**src/rtl/rvv_pkg.sv**
```systemverilog
// Types and width helpers shared by the RVV front end, command queue and backend issue.
// Pure declarations; no logic and no timing.
package rvv_pkg;

   localparam int ISSUE_LANE = 4;

   typedef struct packed {
      logic [7:0] op;
      logic [4:0] vd;
      logic [4:0] vs1;
      logic [4:0] vs2;
      logic [8:0] tag;
   } RVVCmd;

   // Bits needed to hold any count from 0 to n inclusive.
   function automatic int cnt_w(input int n);
      return (n < 1) ? 1 : $clog2(n + 1);
   endfunction

endpackage

```
**src/rtl/rvv_prefix_count.sv**
```systemverilog
// Counts the run of ones starting at bit 0 of a W-bit vector (prefix, not popcount).
// Purely combinational; no flow control of its own.
module rvv_prefix_count
   import rvv_pkg::*;
#(
   parameter int W = 4
) (
   input  logic [W-1:0]          vec,
   output logic [cnt_w(W)-1:0]   count
);

   localparam int CW = cnt_w(W);

   logic run;

   always_comb begin
      count = '0;
      run   = 1'b1;
      for (int i = 0; i < W; i++) begin
         if (run && vec[i]) begin
            count = CW'(i + 1);
         end else begin
            run = 1'b0;
         end
      end
   end

endmodule

```
**src/rtl/rvv_cmd_queue.sv**
```systemverilog
// Multi-lane in-order command queue: up to ENQ_W writes and DEQ_W prefix-contiguous pops per cycle.
// One-cycle enqueue-to-visible latency; producer is throttled by a clamped credit, excess lanes drop.
module rvv_cmd_queue
   import rvv_pkg::*;
#(
   parameter type T          = RVVCmd,
   parameter int  ENQ_W      = 4,
   parameter int  DEQ_W      = ISSUE_LANE,
   parameter int  DEPTH      = 16,
   parameter int  HEADROOM   = 4,
   parameter int  CREDIT_MAX = 2 * ENQ_W
) (
   input  logic                         clk,
   input  logic                         rst,
   input  logic                         flush,
   input  logic [cnt_w(ENQ_W)-1:0]      enq_count,
   input  T     [ENQ_W-1:0]             enq_data,
   output logic [cnt_w(CREDIT_MAX)-1:0] credit,
   output logic [DEQ_W-1:0]             deq_valid,
   output T     [DEQ_W-1:0]             deq_data,
   input  logic [DEQ_W-1:0]             deq_ready,
   output logic [cnt_w(DEPTH)-1:0]      fill,
   output logic                         overflow_err,
   output logic                         underflow_err
);

   localparam int PW = (DEPTH > 1) ? $clog2(DEPTH) : 1;
   localparam int FW = cnt_w(DEPTH);
   localparam int DW = cnt_w(DEQ_W);
   localparam int CW = cnt_w(CREDIT_MAX);

   T               mem [DEPTH];
   logic [PW-1:0]  head;
   logic [PW-1:0]  tail;
   logic [FW-1:0]  free_cnt;
   logic [FW-1:0]  enq_n;
   logic [DW-1:0]  deq_n;
   logic           ovf_hit;
   logic           udf_hit;
   logic signed [FW:0] avail;

   // Pointer advance modulo DEPTH with an explicit wrap so non-power-of-two depths work.
   function automatic logic [PW-1:0] ptr_add(input logic [PW-1:0] p, input logic [FW-1:0] n);
      logic [FW:0] s;
      s = (FW+1)'(p) + (FW+1)'(n);
      if (s > (FW+1)'(DEPTH - 1)) begin
         s = s - (FW+1)'(DEPTH);
      end
      return s[PW-1:0];
   endfunction

   always_comb begin
      for (int i = 0; i < DEQ_W; i++) begin
         deq_valid[i] = FW'(i) < fill;
         deq_data[i]  = mem[ptr_add(head, FW'(i))];
      end
   end

   rvv_prefix_count #(.W(DEQ_W)) u_deq_count (
      .vec   (deq_valid & deq_ready),
      .count (deq_n)
   );

   // Space freed by this cycle's pops is deliberately not reused until next cycle.
   assign free_cnt = FW'(DEPTH) - fill;
   assign ovf_hit  = FW'(enq_count) > free_cnt;
   assign enq_n    = ovf_hit ? free_cnt : FW'(enq_count);
   assign udf_hit  = |(deq_ready & ~deq_valid);

   always_ff @(posedge clk or posedge rst) begin
      if (rst) begin
         head <= '0;
         tail <= '0;
         fill <= '0;
      end else if (flush) begin
         head <= '0;
         tail <= '0;
         fill <= '0;
      end else begin
         head <= ptr_add(head, FW'(deq_n));
         tail <= ptr_add(tail, enq_n);
         fill <= fill + enq_n - FW'(deq_n);
      end
   end

   // Payload storage carries no reset; entries are only observed once fill covers them.
   always_ff @(posedge clk) begin
      for (int k = 0; k < ENQ_W; k++) begin
         if (!flush && (FW'(k) < enq_n)) begin
            mem[ptr_add(tail, FW'(k))] <= enq_data[k];
         end
      end
   end

   always_ff @(posedge clk or posedge rst) begin
      if (rst) begin
         overflow_err  <= 1'b0;
         underflow_err <= 1'b0;
      end else begin
         if (ovf_hit) overflow_err  <= 1'b1;
         if (udf_hit) underflow_err <= 1'b1;
      end
   end

   // Signed and one bit wider than fill so a queue fuller than the headroom mark clamps to zero.
   assign avail = $signed((FW+1)'(DEPTH - HEADROOM)) - $signed({1'b0, fill});

   always_comb begin
      if (avail < 0) begin
         credit = '0;
      end else if (int'(avail) > CREDIT_MAX) begin
         credit = CW'(CREDIT_MAX);
      end else begin
         credit = CW'(avail);
      end
   end

endmodule

```
**config.mk**
```make
export PLATFORM = sky130hd
export DESIGN_NAME = rvv_cmd_queue
export DESIGN_NICKNAME = d
export VERILOG_FILES = /design/src/rtl/rvv_pkg.sv /design/src/rtl/rvv_prefix_count.sv /design/src/rtl/rvv_cmd_queue.sv
export SDC_FILE = /design/constraint.sdc
export NUM_CORES = 2
export LEC_CHECK = 0
export ABC_AREA = 1
export CELL_PAD_IN_SITES_DETAIL_PLACEMENT = 0
export CELL_PAD_IN_SITES_GLOBAL_PLACEMENT = 1
export CORE_AREA = 2 2 326 409
export DETAILED_ROUTE_END_ITERATION = 7
export DIE_AREA = 0 0 328 411
export HOLD_SLACK_MARGIN = 0.03
export PLACE_DENSITY = 0.79
export REMOVE_ABC_BUFFERS = 1
export SLEW_MARGIN = 20
export SYNTH_ARGS = -nofsm -noshare
export SYNTH_HDL_FRONTEND = slang
export SYNTH_SLANG_ARGS = --single-unit
```
**constraint.sdc**
```tcl
create_clock -name clk -period 4.5 [get_ports clk]
set_input_delay 0.9 -clock clk [delete_from_list [all_inputs] [get_ports clk]]
set_output_delay 0.9 -clock clk [all_outputs]
set_load 0.01 [all_outputs]
```
==> out/qor.yml <==
logic_synthesis:
  syn_area_um2: 52000
  synth_top_area_share_pct: 29.6
  ys.flop_type: "edfxtp_1"
  synth_edf_count: 512
  async_reset_ff_share_pct: 2.85
  ys.warnings.count: 0
  ys_seq_elements: 527
  ys_types: 48
  synth_top_area_cell: "edfxtp_1"
  syn_area_per_cell_um2: 6.60
  ys_seq_area_share_pct: 30.3
  ys_top_cells_by_area: "edfxtp_1 30%, nand2_1 19%, nand3_1 18%"
  syn-instance-count: 7875
global_route:
  grt_max_degree: 169
  track_usage_pct: 44.5
  met2_usage_pct: 62.4
  busiest_layer: "met2"
  grt-ovfl-total: 0
  grt_pass1_wl_um: 433000
  grtUsageMet3_pct: 18.2
  grt_use_met1_pct: 52.9
  antenna_found_initial: 12
  grt_pass1_vias: 58800
clock_network:
  h-tree-depth: 3
  clkSinkCount: 527
  cts_tree: "yes"
  clock_latency_ns: 0.67
  cts_inserted_buffers: 67
  clk_path_buf_depth: 3
  clk_pin_slew_worst_paths_ns: 0.06
  cts_root_buf: "clkbuf_16"
  cts_hold_buf: 0
sta:
  finalCriticalPeriod_ns: 4.47
  fin_tns_setup_ns: 0
  worstMarginPinSlew_ns: 1.05
  slew_violations: 0
  fmax_mhz: 224
  rsz0062_at_grt: "false"
  setup_ws_ns: 0.0316
  relSlewSlack_pct: 29.6
  fin_crit_sh_pct: 99.3
  clock_skew_ns: 0.0245
  final-setup-viol-count: 0
  hold_viol_final: 0
route:
  wl_um: 312000
  vias: 64300
  viasPerCell: 6.82
  drc: 58
  dr.pass1.iters: 8
  ant_nets: 0
  wl_per_cell_um: 33.1
  drt-initial-drc-count: 11900
min_path:
  hold_class: "reg -> reg"
  min_delay_path_depth: 1
final_layout:
  fillers: 13300
  seq_area_um2: 15800
  multi_input_area_um2: 31600
  mostFrequentLayoutCell: "nand2_1"
  layout.cells.most_common_list: "2646 x nand2_1, 1830 x nand3_1, 526 x nand4_1"
  final_nets: 7796
  drive_gt1_share_pct: 7.84
  syn_to_final_growth_pct: 14.3
worst_setup_path:
  endpoint_kind: "primary output"
  worstSetupStartpointType: "flip-flop"
  worstPathMaxFanout: 12
  reg2regPathDepth: 20
  required_ns: 3.60
  path_class: "reg -> out"
  arrival_ns: 3.57
floorplanning:
  die_h_um: 411
  io_pins: 281
  dieWidth_um: 328
  die_area_um2: 135000
  rows: 149
  start_util_pct: 39.7
  coreArea_um2: 131000
power:
  leakagePower_nw: 24.2
  total_power_mw: 46.7
  power.density_nw_per_um2: 786
  vdd_drop_max_mv: 0.590
place:
  post-dp-hpwl_um: 195000
  gp_congestion: 1.05
  io_buffers: 280
  dp_slack_ns: 0.347
run:
  drv_cap: 0
outcome:
  status: "finished with violations"
  violations: "design-rule violations"
[sequential cells by signal, summed over array words and instances, names as in the netlist]
name           cells
tail               4
underflow_err      1
fill               5
overflow_err       1
mem              512
head               4
[through the flow]
| stage | utilization [%] | std cells | hold WS, ns | instance area, um^2 |
|---|---|---|---|---|
| after floorplan | - | 6915 | 0.500 | 47700 |
| after global placement | 43.5 | 9292 | 0.462 | 57000 |
| after detailed placement | 43.5 | 9292 | 0.468 | 57000 |
| after CTS | 45.2 | 9417 | 0.481 | 59300 |
| after global routing | 45.3 | 9422 | 0.507 | 59400 |
| final | 45.3 | 9432 | 0.477 | 59400 |
[path summary, 6_finish.rpt]
path / slack, ns / start / end
min: 0.48 / underflow_err / underflow_err
max reg2reg: 0.30 / fill[1] / mem[12][20]
min reg2reg: 0.48 / underflow_err / underflow_err
max: 0.03 / head[2] / deq_data[43]
max in group asynchronous: 3.07 / rst / head[1]
min in group asynchronous: 0.76 / rst / overflow_err
[synth_stat cells, types with 2 or more instances]
| cell type | number |
|---|---|
| buf_6 | 36 |
| a21oi_1 | 63 |
| nor3_1 | 20 |
| clkbuf_1 | 489 |
| o22ai_1 | 3 |
| buf_4 | 32 |
| nand2_1 | 2646 |
| edfxtp_1 | 512 |
| inv_1 | 169 |
| inv_2 | 22 |
| nor2_4 | 3 |
| a31oi_1 | 174 |
| nand4_1 | 526 |
| ha_1 | 23 |
| nand4_4 | 10 |
| a311oi_1 | 34 |
| mux2i_1 | 358 |
| dfrtp_1 | 15 |
| nand3_1 | 1844 |
| or2_2 | 3 |
| nand2_2 | 7 |
| a211oi_1 | 2 |
| and3_1 | 6 |
| nand4_2 | 11 |
| o21ai_0 | 237 |
| nor2_1 | 109 |
| nor2_2 | 6 |
| fa_1 | 5 |
| o211ai_1 | 74 |
| buf_1 | 172 |
| buf_2 | 230 |
| clkinv_1 | 4 |
| xor2_1 | 5 |
| nand3_2 | 11 |
[critical path, cell delays in order, from the launching register on]
cell and delay (ns):
dfrtp_4 0.58, ha_1 0.27, nor2_1 0.11, or2_4 0.26, nand2_1 0.12, o21ai_4 0.22
inv_4 0.13, buf_12 0.22, nand2_1 0.10, a31oi_1 0.05, a31oi_1 0.24, clkdlybuf4s50_1 0.58
[kinds of logic after synthesis]
group / count (synthesis) / share of synthesized area [%]
DFF: 527 / 30.3
xor gates and xnor gates: 7 / 0.132
and+or+nand+nor: 5205 / 45.5
muxes: 358 / 6.89
adders and majority gates: 28 / 0.746
AOI/OAI and AO/OA: 594 / 6.80
buffers and inverters: 1155 / 9.67
other: 1 / 0.00721
[where the power goes]
part / internal (mW) / total, mW / switching [mW]
Sequential: 7.38 / 8.41 / 1.03
Combinational: 10.8 / 32.6 / 21.8
Clock: 3.18 / 5.71 / 2.54
[final cells by class]
cell class                      count  share of cell area (%)
Inverter                          195                    1.30
Antenna cell                       13                  0.0548
Clock inverter                     45                   0.807
Sequential cell                   527                    26.5
Multi-Input combinational cell   6193                    53.2
Tap cell                         1736                    3.66
Timing Repair Buffer              646                    11.6
Clock buffer                       77                    2.89
[timing repair]
action,in CTS,in global routing
cloned,1,2
endpoints found under the setup margin,44,23
hold endpoints to repair,0,0
resized for setup,10,14
buffers inserted,2,0
[layer usage]
layer	share of wire [%]	wire, um
met5	0.025	78
met4	10	32200
met3	16	50300
met2	40	123000
met1	34	106000
(Power assumes the default switching activity.)
